### src/rtl/fw_boot_loader_if.sv
// ----------------------------------------------------------------------------
// fw_boot_loader_if
//   Groups the firmware byte stream (valid/ready) and the memory write port
//   driven by the boot loader.
//
//   slave  : the loader side. It consumes in_data/in_valid, returns in_ready
//            and drives the memory write port.
//   master : the host side. It drives the stream and observes the write port.
//
//   in_data  [REG_WIDTH]   stream byte
//   in_valid               in_data is valid
//   in_ready               loader accepts a byte this cycle
//   mem_we                 memory write strobe (one pulse per byte)
//   mem_addr [ADDR_WIDTH]  memory write address
//   mem_din  [REG_WIDTH]   memory write data
// ----------------------------------------------------------------------------
interface fw_boot_loader_if #(
  parameter int ADDR_WIDTH = 16,
  parameter int REG_WIDTH  = 8
) ();
  logic [REG_WIDTH-1:0]  in_data;
  logic                  in_valid;
  logic                  in_ready;
  logic                  mem_we;
  logic [ADDR_WIDTH-1:0] mem_addr;
  logic [REG_WIDTH-1:0]  mem_din;

  modport master (
    output in_data, in_valid,
    input  in_ready, mem_we, mem_addr, mem_din
  );

  modport slave (
    input  in_data, in_valid,
    output in_ready, mem_we, mem_addr, mem_din
  );
endinterface

### src/rtl/fw_boot_loader.sv
// ----------------------------------------------------------------------------
// fw_boot_loader
//   Holds the 6502 in reset while a firmware image streams in. Each byte is
//   written to memory starting at BASE_ADDR. The loader then writes the reset
//   vector at $FFFC/$FFFD so that it points at BASE_ADDR, and releases the CPU.
//
//   Optional feature: define FW_LOADER_CHECKSUM_EN to enable it. After the
//   payload, one trailer byte is accepted. The 8-bit sum of the payload plus
//   the trailer must be zero, otherwise the load aborts.
//
// Ports
//   clk          rising-edge system clock
//   reset        synchronous, active-high reset
//   start        single-cycle load request
//   len          payload byte count, sampled on an accepted start
//   bus          stream input and memory write port (slave modport)
//   cpu_reset_n  CPU reset, active-low; high only after a successful load
//   done         load complete and CPU released (level)
//   error        load aborted (level)
//   byte_count   payload bytes accepted so far in the current load
// ----------------------------------------------------------------------------
module fw_boot_loader #(
  parameter int                    ADDR_WIDTH = 16,
  parameter int                    REG_WIDTH  = 8,
  parameter logic [ADDR_WIDTH-1:0] BASE_ADDR  = 16'h0600,
  parameter int                    MAX_LEN    = 4096
) (
  input  logic                  clk,
  input  logic                  reset,
  input  logic                  start,
  input  logic [ADDR_WIDTH-1:0] len,
  fw_boot_loader_if.slave       bus,
  output logic                  cpu_reset_n,
  output logic                  done,
  output logic                  error,
  output logic [ADDR_WIDTH-1:0] byte_count
);

  localparam logic [ADDR_WIDTH-1:0] VEC_LO_ADDR = ADDR_WIDTH'(16'hFFFC);
  localparam logic [ADDR_WIDTH-1:0] VEC_HI_ADDR = ADDR_WIDTH'(16'hFFFD);

  typedef enum logic [2:0] {
    ST_IDLE   = 3'd0,
    ST_STREAM = 3'd1,
`ifdef FW_LOADER_CHECKSUM_EN
    ST_CKSUM  = 3'd2,
`endif
    ST_VEC_LO = 3'd3,
    ST_VEC_HI = 3'd4,
    ST_RUN    = 3'd5,
    ST_ERROR  = 3'd6
  } state_t;

  state_t                state, next_state;
  logic [ADDR_WIDTH-1:0] len_q;
  logic                  run_q;
  logic                  handshake;
  logic                  last_byte;
  logic                  start_take;
  logic                  start_legal;
  logic [ADDR_WIDTH:0]   end_addr;

`ifdef FW_LOADER_CHECKSUM_EN
  logic [REG_WIDTH-1:0]  sum_q;
  logic [REG_WIDTH-1:0]  sum_final;
  assign sum_final   = sum_q + bus.in_data;
  assign bus.in_ready = (state == ST_STREAM) || (state == ST_CKSUM);
`else
  assign bus.in_ready = (state == ST_STREAM);
`endif

  assign handshake  = bus.in_valid && bus.in_ready;
  assign last_byte  = (byte_count == len_q - ADDR_WIDTH'(1));
  assign start_take = start && ((state == ST_IDLE) || (state == ST_RUN) || (state == ST_ERROR));

  // The last payload address is computed one bit wider than ADDR_WIDTH. A
  // huge len therefore cannot wrap past the vector bytes and look legal.
  assign end_addr    = {1'b0, BASE_ADDR} + {1'b0, len} - (ADDR_WIDTH+1)'(1);
  assign start_legal = (len != '0) && (32'(len) <= $unsigned(MAX_LEN)) &&
                       (end_addr < {1'b0, VEC_LO_ADDR});

  // done and cpu_reset_n rise one cycle after RUN is entered. That cycle
  // follows the $FFFD write. Both fall on the same edge that leaves RUN.
  assign done        = run_q;
  assign cpu_reset_n = run_q;
  assign error       = (state == ST_ERROR);

  // NOTE: next_state gets its default before the case. A path that forgets
  // to assign it then keeps the current state instead of inferring a latch.
  always_comb begin
    next_state = state;
    unique case (state)
      ST_IDLE, ST_RUN, ST_ERROR: begin
        if (start_take) next_state = start_legal ? ST_STREAM : ST_ERROR;
      end
      ST_STREAM: begin
`ifdef FW_LOADER_CHECKSUM_EN
        if (handshake && last_byte) next_state = ST_CKSUM;
`else
        if (handshake && last_byte) next_state = ST_VEC_LO;
`endif
      end
`ifdef FW_LOADER_CHECKSUM_EN
      ST_CKSUM: begin
        if (handshake) next_state = (sum_final == '0) ? ST_VEC_LO : ST_ERROR;
      end
`endif
      ST_VEC_LO: next_state = ST_VEC_HI;
      ST_VEC_HI: next_state = ST_RUN;
      default:   next_state = ST_IDLE;
    endcase
  end

  // NOTE: every register here is assigned with <=. All reads then see
  // values from before the edge, whatever order the statements are in.
  always_ff @(posedge clk) begin
    if (reset) begin
      state        <= ST_IDLE;
      len_q        <= '0;
      byte_count   <= '0;
      run_q        <= 1'b0;
      bus.mem_we   <= 1'b0;
      bus.mem_addr <= '0;
      bus.mem_din  <= '0;
`ifdef FW_LOADER_CHECKSUM_EN
      sum_q        <= '0;
`endif
    end else begin
      state      <= next_state;
      run_q      <= (state == ST_RUN) && (next_state == ST_RUN);
      bus.mem_we <= 1'b0;

      if (start_take && start_legal) begin
        len_q      <= len;
        byte_count <= '0;
`ifdef FW_LOADER_CHECKSUM_EN
        sum_q      <= '0;
`endif
      end

      unique case (state)
        ST_STREAM: begin
          if (handshake) begin
            bus.mem_we   <= 1'b1;
            bus.mem_addr <= BASE_ADDR + byte_count;
            bus.mem_din  <= bus.in_data;
            byte_count   <= byte_count + ADDR_WIDTH'(1);
`ifdef FW_LOADER_CHECKSUM_EN
            sum_q        <= sum_final;
`endif
          end
        end
        ST_VEC_LO: begin
          bus.mem_we   <= 1'b1;
          bus.mem_addr <= VEC_LO_ADDR;
          bus.mem_din  <= BASE_ADDR[REG_WIDTH-1:0];
        end
        ST_VEC_HI: begin
          bus.mem_we   <= 1'b1;
          bus.mem_addr <= VEC_HI_ADDR;
          bus.mem_din  <= BASE_ADDR[ADDR_WIDTH-1 -: REG_WIDTH];
        end
        default: ;
      endcase
    end
  end

endmodule

### src/flat_wrapper.sv
// flat-port wrapper written by rule: the top's interface ports become plain ports
module fw_boot_loader_flat 
#(
  parameter int                    ADDR_WIDTH = 16,
  parameter int                    REG_WIDTH  = 8,
  parameter logic [ADDR_WIDTH-1:0] BASE_ADDR  = 16'h0600,
  parameter int                    MAX_LEN    = 4096
)
  (clk, reset, start, len, cpu_reset_n, done, error, byte_count, bus_in_data, bus_in_valid, bus_in_ready, bus_mem_we, bus_mem_addr, bus_mem_din);
  fw_boot_loader_if #(.ADDR_WIDTH(ADDR_WIDTH), .REG_WIDTH(REG_WIDTH)) bus_i ();
  input  logic clk;
  input  logic reset;
  input  logic start;
  input  logic [ADDR_WIDTH-1:0] len;
  output logic cpu_reset_n;
  output logic done;
  output logic error;
  output logic [ADDR_WIDTH-1:0] byte_count;
  input wire logic [$bits(bus_i.in_data)-1:0] bus_in_data;
  input wire logic [$bits(bus_i.in_valid)-1:0] bus_in_valid;
  output wire logic [$bits(bus_i.in_ready)-1:0] bus_in_ready;
  output wire logic [$bits(bus_i.mem_we)-1:0] bus_mem_we;
  output wire logic [$bits(bus_i.mem_addr)-1:0] bus_mem_addr;
  output wire logic [$bits(bus_i.mem_din)-1:0] bus_mem_din;
  assign bus_i.in_data = bus_in_data;
  assign bus_i.in_valid = bus_in_valid;
  assign bus_in_ready = bus_i.in_ready;
  assign bus_mem_we = bus_i.mem_we;
  assign bus_mem_addr = bus_i.mem_addr;
  assign bus_mem_din = bus_i.mem_din;
  fw_boot_loader #(.ADDR_WIDTH(ADDR_WIDTH), .REG_WIDTH(REG_WIDTH), .BASE_ADDR(BASE_ADDR), .MAX_LEN(MAX_LEN)) u_core (.clk(clk), .reset(reset), .start(start), .len(len), .bus(bus_i), .cpu_reset_n(cpu_reset_n), .done(done), .error(error), .byte_count(byte_count));
endmodule
### config.mk
export PLATFORM = sky130hd
export DESIGN_NAME = fw_boot_loader_flat
export DESIGN_NICKNAME = d
export VERILOG_FILES = /design/src/rtl/fw_boot_loader_if.sv /design/src/rtl/fw_boot_loader.sv /design/src/flat_wrapper.sv
export SDC_FILE = /design/constraint.sdc
export NUM_CORES = 1
export LEC_CHECK = 0
export BUFFER_PORTS_ARGS = -buffer_cell sky130_fd_sc_hd__buf_2
export CORE_MARGIN = 2
export CORE_UTILIZATION = 40
export DETAILED_ROUTE_END_ITERATION = 16
export GPL_TIMING_DRIVEN = 0
export HOLD_SLACK_MARGIN = 0.03
export PLACE_DENSITY_LB_ADDON = 0.1
export RECOVER_POWER = 25
export SYNTH_ARGS = -nofsm -noshare
export SYNTH_HDL_FRONTEND = slang
export SYNTH_SLANG_ARGS = --single-unit
### constraint.sdc
create_clock -name clk -period 6.6 [get_ports clk]
set_input_delay 1.32 -clock clk [delete_from_list [all_inputs] [get_ports clk]]
set_output_delay 1.32 -clock clk [all_outputs]
set_load 0.01 [all_outputs]
==> run metrics, run 1 <==
CTS tree done; power share of the clock group 35.6%; hold bufs inserted after CTS 0; Max clock buf depth 2; FF/Latch Area 0.00122 sq mm; worst hold start u_core.bus.mem_din[6]; path depth of the worst reg2reg path 10; die footprint 0.00879 sq mm; kind of critical path primary input to flip-flop; sequential power share 44.8%; average cell area after synthesis 7.69 sq um; DRC Markers 0; ANT cells 0; Synth cell types 53; CP delay by family, top buffers and inverters; Sw Ratio 30.8%; initial antenna violation count 0; most used cell, CP clkbuf_1; First-pass DRT Iterations 4; largest net degree at the start of global routing 12; FF-to-FF Start u_core.len_q[0]; dominant synthesized flop cell dfxtp_1; IO Count 73; Avg WL per Cell 15.2 microns; r2r endpoint u_core.state[1]; status completed; Post-DRT Antenna Nets 0; Worst path slowest cell clkbuf_1; unrepaired setup endpoints after global routing false; Final period util 47.4%; post-DR vias/cell 5.38; crit path cell chain buf_2, nor4_1, nand3_1, xor2_1, and2_1, clkbuf_1, clkbuf_1, nand2_1, a21oi_1; DP HPWL 6890 microns; global-route wire length before repair 14700 microns; Hold/Removal Path Class flip-flop to flip-flop; initial DRC count 147; Cell Count, Final, Fillers Out 608; H-tree depth 3; Hold Path Depth 2; Core Region 0.00777 sq mm; Final setup viols 0; max frequency 320 MHz; Critical Path End u_core.len_q[4]; CP Data Required Time 6870 ps; Cell Pwr Density 239 mW/mm^2; Post-Syn Nets 451; vias in the first global route 2954; dpl cells 592; warnings from Yosys 0; multi-input logic area 0.00183 sq mm; clock sink count 61; crit path from len[0]; max_slew headroom 27.2%; setup ws final 3470 ps; Arr. time, crit path 3390 ps; CP Launch Type primary input; Die Y 93.7 microns; crit path max fanout 10; grt total ovfl 0; clock period minus worst slack 3130 ps; clk slew on worst S/H paths 70 ps; Nets 533; LEAKAGE 1.48 nW; Post-Syn Area 0.00322 sq mm; filler cell count 800; initial core utilization 41.5%; RD Place Congestion 0.902; Die X 93.7 microns; measured slew at the worst slew-check pin 1080 ps; fin util 49.8%; ys async rst share 0%; pins over their slew limit 0; Post-Place Worst Slack 3130 ps; final WL 9240 microns; clock root buffer clkbuf_8; gr usage total 21.5%; register area share after synthesis 37.9%; Reg2Reg Setup Slack 3720 ps; setup repair bufs after CTS 0; max cap viols 0; Mapped Cells 419; Buf+Inv Stages, Crit Path 3; post_cts resized 0; Comb pwr share 19.6%; IO buf count 71; share of cells above drive strength 1 15.2%; Post-synth EDFFs 0; Final Hold Fails 0; Vias 3274; Worst path depth 9; Int Power 0.640 mW; TNS Setup 0 ps; maximum VDD drop 0.117 mV; skew final 5.54 ps; NetSw 0.285 mW; clk_lat worst skew 340 ps; area grow syn2layout 20.0%; Rows 32; Inserted Clock Buffers 9; CP endpoint kind flip-flop; CP max stage delay 370 ps; Seq cells post-synth 61
==> worst min path at each step <==
stage | to | slack [ps]
floorplan | u_core.len_q[14] | 450
finish | u_core.bus.mem_din[6] | 460
CTS | u_core.bus.mem_din[6] | 460
global placement | u_core.bus.mem_din[3] | 440
detailed placement | u_core.bus.mem_din[6] | 450
global route | u_core.bus.mem_din[6] | 500
==> tightest hold or removal path: cells and delay by family, from the launching register on <==
family,cells,cell delay [ps]
AOI/OAI and AO/OA,1,50
DFF,1,310
and+or+nand+nor,1,50
==> through the flow <==
stage | hold slack (ps) | power [mW] | instance area (sq um)
after floorplan | 447 | 0.541 | 3220
after global placement | 440 | 0.605 | 3700
after detailed placement | 447 | 0.609 | 3700
after CTS | 457 | 0.935 | 3900
after global routing | 498 | 0.972 | 3860
final | 457 | 0.925 | 3860
==> flip-flops by register name, indices dropped and copies added, names as in the netlist <==
| register | flops |
|---|---|
| u_core.bus.mem_addr | 16 |
| u_core.bus.mem_din | 8 |
| u_core.bus.mem_we | 1 |
| u_core.byte_count | 16 |
| u_core.cpu_reset_n | 1 |
| u_core.len_q | 16 |
| u_core.state | 3 |
==> cells in the mapped netlist, types with 2 or more instances <==
master	count	area [sq um]
nor3_1	16	80.1
a221oi_1	3	26.3
nand2_1	58	218
nor2_1	57	214
inv_1	8	30.0
buf_6	2	22.5
nor4_1	8	50.1
and2_1	6	37.5
a2bb2oi_1	2	17.5
dfxtp_1	61	1220
nand4_1	2	12.5
buf_2	4	20.0
o2111ai_1	4	35.0
xnor2_1	20	175
a21o_1	3	22.5
ha_1	4	50.1
o22ai_1	3	18.8
o22a_1	2	17.5
a211oi_1	11	82.6
nand3b_1	2	15.0
o21ai_0	15	75.1
nor2b_1	3	18.8
and3_1	3	18.8
or3_1	2	12.5
xor2_1	10	87.6
a22oi_1	2	15.0
a31oi_1	7	43.8
a311oi_1	2	17.5
a21oi_1	37	185
nand2b_1	5	31.3
nand3_1	13	65.1
nor3b_1	2	15.0
clkbuf_1	22	82.6
==> cells in the final DEF (no fill, tap or decap), types with 2 or more instances in the layout <==
cell        count
dfxtp_1        61
nand2_1        58
nor2_1         57
buf_2          50
clkbuf_1       48
a21oi_1        37
xnor2_1        20
nor3_1         16
o21ai_0        15
nand3_1        13
a211oi_1       11
xor2_1         10
clkbuf_8        9
inv_1           8
nor4_1          8
a31oi_1         7
and2_1          6
nand2b_1        5
o2111ai_1       4
ha_1            4
nor2b_1         3
a21o_1          3
and3_1          3
o22ai_1         3
a221oi_1        3
a311oi_1        2
nand3b_1        2
or3_1           2
a22oi_1         2
nor3b_1         2
nand4_1         2
buf_6           2
o22a_1          2
a2bb2oi_1       2
clkinv_2        2
clkinvlp_4      2
==> routing by layer <==
metal / vias to the layer above / share of wire [%] / track usage (%)
li1: 1633 / - / -
met1: 1540 / 47 / 29.9
met2: 86 / 46 / 33.0
met3: 15 / 5.3 / 3.85
met4: 0 / 1.6 / 8.09
met5: - / 0 / 0
==> power by group through the flow <==
stage	sequential (mW)	clock, mW	combinational [mW]
floorplan	0.433	0	0.108
global placement	0.421	0	0.184
detailed placement	0.422	0	0.187
CTS	0.414	0.334	0.187
global route	0.418	0.352	0.203
finish	0.414	0.329	0.181
==> area by class of cell <==
type / instances / share of cell area [%]
buffer: 31 / 3.66
clock buffer: 10 / 3.30
clock inverter: 6 / 1.65
inverter: 8 / 0.777
multi-input combinational: 319 / 47.3
sequential: 61 / 31.6
tap: 102 / 3.30
timing repair buffer: 71 / 8.38
==> logic make-up after synthesis <==
family | synth area share (%)
buffers and inverters | 5.32
and+or+nand+nor | 27.5
DFF | 37.9
adders and majority gates | 1.55
xor gates and xnor gates | 8.16
AOI/OAI and AO/OA | 19.2
muxes | 0.311
(Power assumes the default switching activity.)
==> run 2: changes to the inputs <==
==> constraint.sdc (replaced) <==
create_clock -name clk -period 2.86 [get_ports clk]
set_input_delay 0.572 -clock clk [delete_from_list [all_inputs] [get_ports clk]]
set_output_delay 0.572 -clock clk [all_outputs]
set_load 0.01 [all_outputs]
==> run metrics, run 2 (synthesis gave the netlist of run 1 again) <==
area grow syn2layout 20.0%; IO Count 73; post-DR vias/cell 5.37; CP endpoint kind flip-flop; pins over their slew limit 0; gr usage total 21.5%; crit path max fanout 10; vias in the first global route 2954; CTS tree done; maximum VDD drop 0.270 mV; initial antenna violation count 0; clock period minus worst slack 2730 ps; Final period util 95.6%; met3 wire length 513 microns; grt total ovfl 0; metal1 wirelength 4280 microns; max frequency 366 MHz; unrepaired setup endpoints after global routing false; clock sink count 61; top routing layer used met4; kind of critical path flip-flop to flip-flop; status completed; Core Region 0.00777 sq mm; DP HPWL 6890 microns; RD Place Congestion 0.902; Inserted Clock Buffers 9; clk_lat worst skew 340 ps; Hold Path Depth 2; TNS Setup 0 ps; hold bufs inserted after CTS 0; die footprint 0.00879 sq mm; placed instance area 0.00370 sq mm; max cap viols 0; most common cell after layout, fill and taps aside dfxtp_1; First-pass DRT Iterations 4; clk slew on worst S/H paths 70 ps; ANT cells 0; CP Data Required Time 3120 ps; most frequent cells in the layout dfxtp_1, nand2_1, nor2_1; CP Launch Type flip-flop; final instance area 0.00387 sq mm; global-route wire length before repair 14700 microns; Post-DRT Antenna Nets 0; Routed met2 length 4350 microns; Vias 3259; Final setup viols 0; initial core utilization 41.5%; setup ws final 125 ps; Tot Pwr 2.13 mW; Nets 532; final WL 9260 microns; DRC Markers 0; largest net degree at the start of global routing 12; Die X 93.7 microns; Cell Pwr Density 551 mW/mm^2; Arr. time, crit path 2990 ps; IO buf count 71; Avg WL per Cell 15.3 microns; max_slew headroom 26.3%; Rows 32; LEAKAGE 1.48 nW; fin util 49.8%; filler cell count 804; Final Hold Fails 0; Max clock buf depth 2; Post-Place Worst Slack 64.8 ps; H-tree depth 3; skew final 4.68 ps; Largest regs u_core.bus.mem_addr: 16 flops, u_core.byte_count: 16 flops, u_core.len_q: 16 flops; clock root buffer clkbuf_8; path depth of the worst reg2reg path 7; initial DRC count 151; Die Y 93.7 microns; measured slew at the worst slew-check pin 1100 ps; Hold/Removal Path Class flip-flop to flip-flop; share of cells above drive strength 1 15.4%
-- run 2: cell types whose count changed in the layout (fill, tap and decap cells not counted), sizes merged --
cell | previous run | this run
clkbuf | 58 | 57
-- run 2: final cells by class --
cell class,count,area (sq um),area share [%]
multi-input cells,319,1840,47.5
flip-flops and latches,61,1220,31.6
repair buffers,71,324,8.38
plain buffers,30,138,3.56
clock buffers,10,128,3.30
well taps,102,128,3.30
clock inverters,6,63.8,1.65
inverters,8,30.0,0.776
-- run 2: report_power, final --
group          switching (mW)  internal (mW)  total (mW)
Combinational           0.259          0.159       0.418
Sequential             0.0379          0.918       0.956
Clock                   0.355          0.401       0.756
Total                   0.652           1.48        2.13
-- run 2: routing by layer --
layer  up-vias  GRT usage [%]
met2        98           33.0
met4         0           8.09
met3        12           3.85
li1       1629              -
met5         -              0
met1      1520           29.9
-- run 2: final timing paths --
check                          endpoint                   from  slack [ps]
setup reg to reg        u_core.state[1]        u_core.len_q[2]         130
hold / removal    u_core.bus.mem_din[6]  u_core.bus.mem_din[6]         460
setup / recovery        u_core.state[1]        u_core.len_q[2]         130
hold reg to reg   u_core.bus.mem_din[6]  u_core.bus.mem_din[6]         460
-- run 2: repair_timing --
item                                   in CTS  in global routing
setup endpoints to repair                   0                  1
endpoints found under the hold margin       0                  0
setup buffers                               0                  0
resized for setup                           0                  1
-- run 2: metrics by stage --
step / instances / hold slack [ps]
floorplan: 419 / 447
global route: 607 / 459
detailed placement: 592 / 447
global placement: 592 / 440
CTS: 608 / 454
finish: 607 / 458
-- run 2: worst max-delay path, cell delays in order (launching register included) --
cell,delay [ps]
dfxtp_1,310
buf_6,120
nor3_1,860
and2_1,320
xnor2_1,140
o2111ai_1,160
or4_1,560
o31ai_2,190
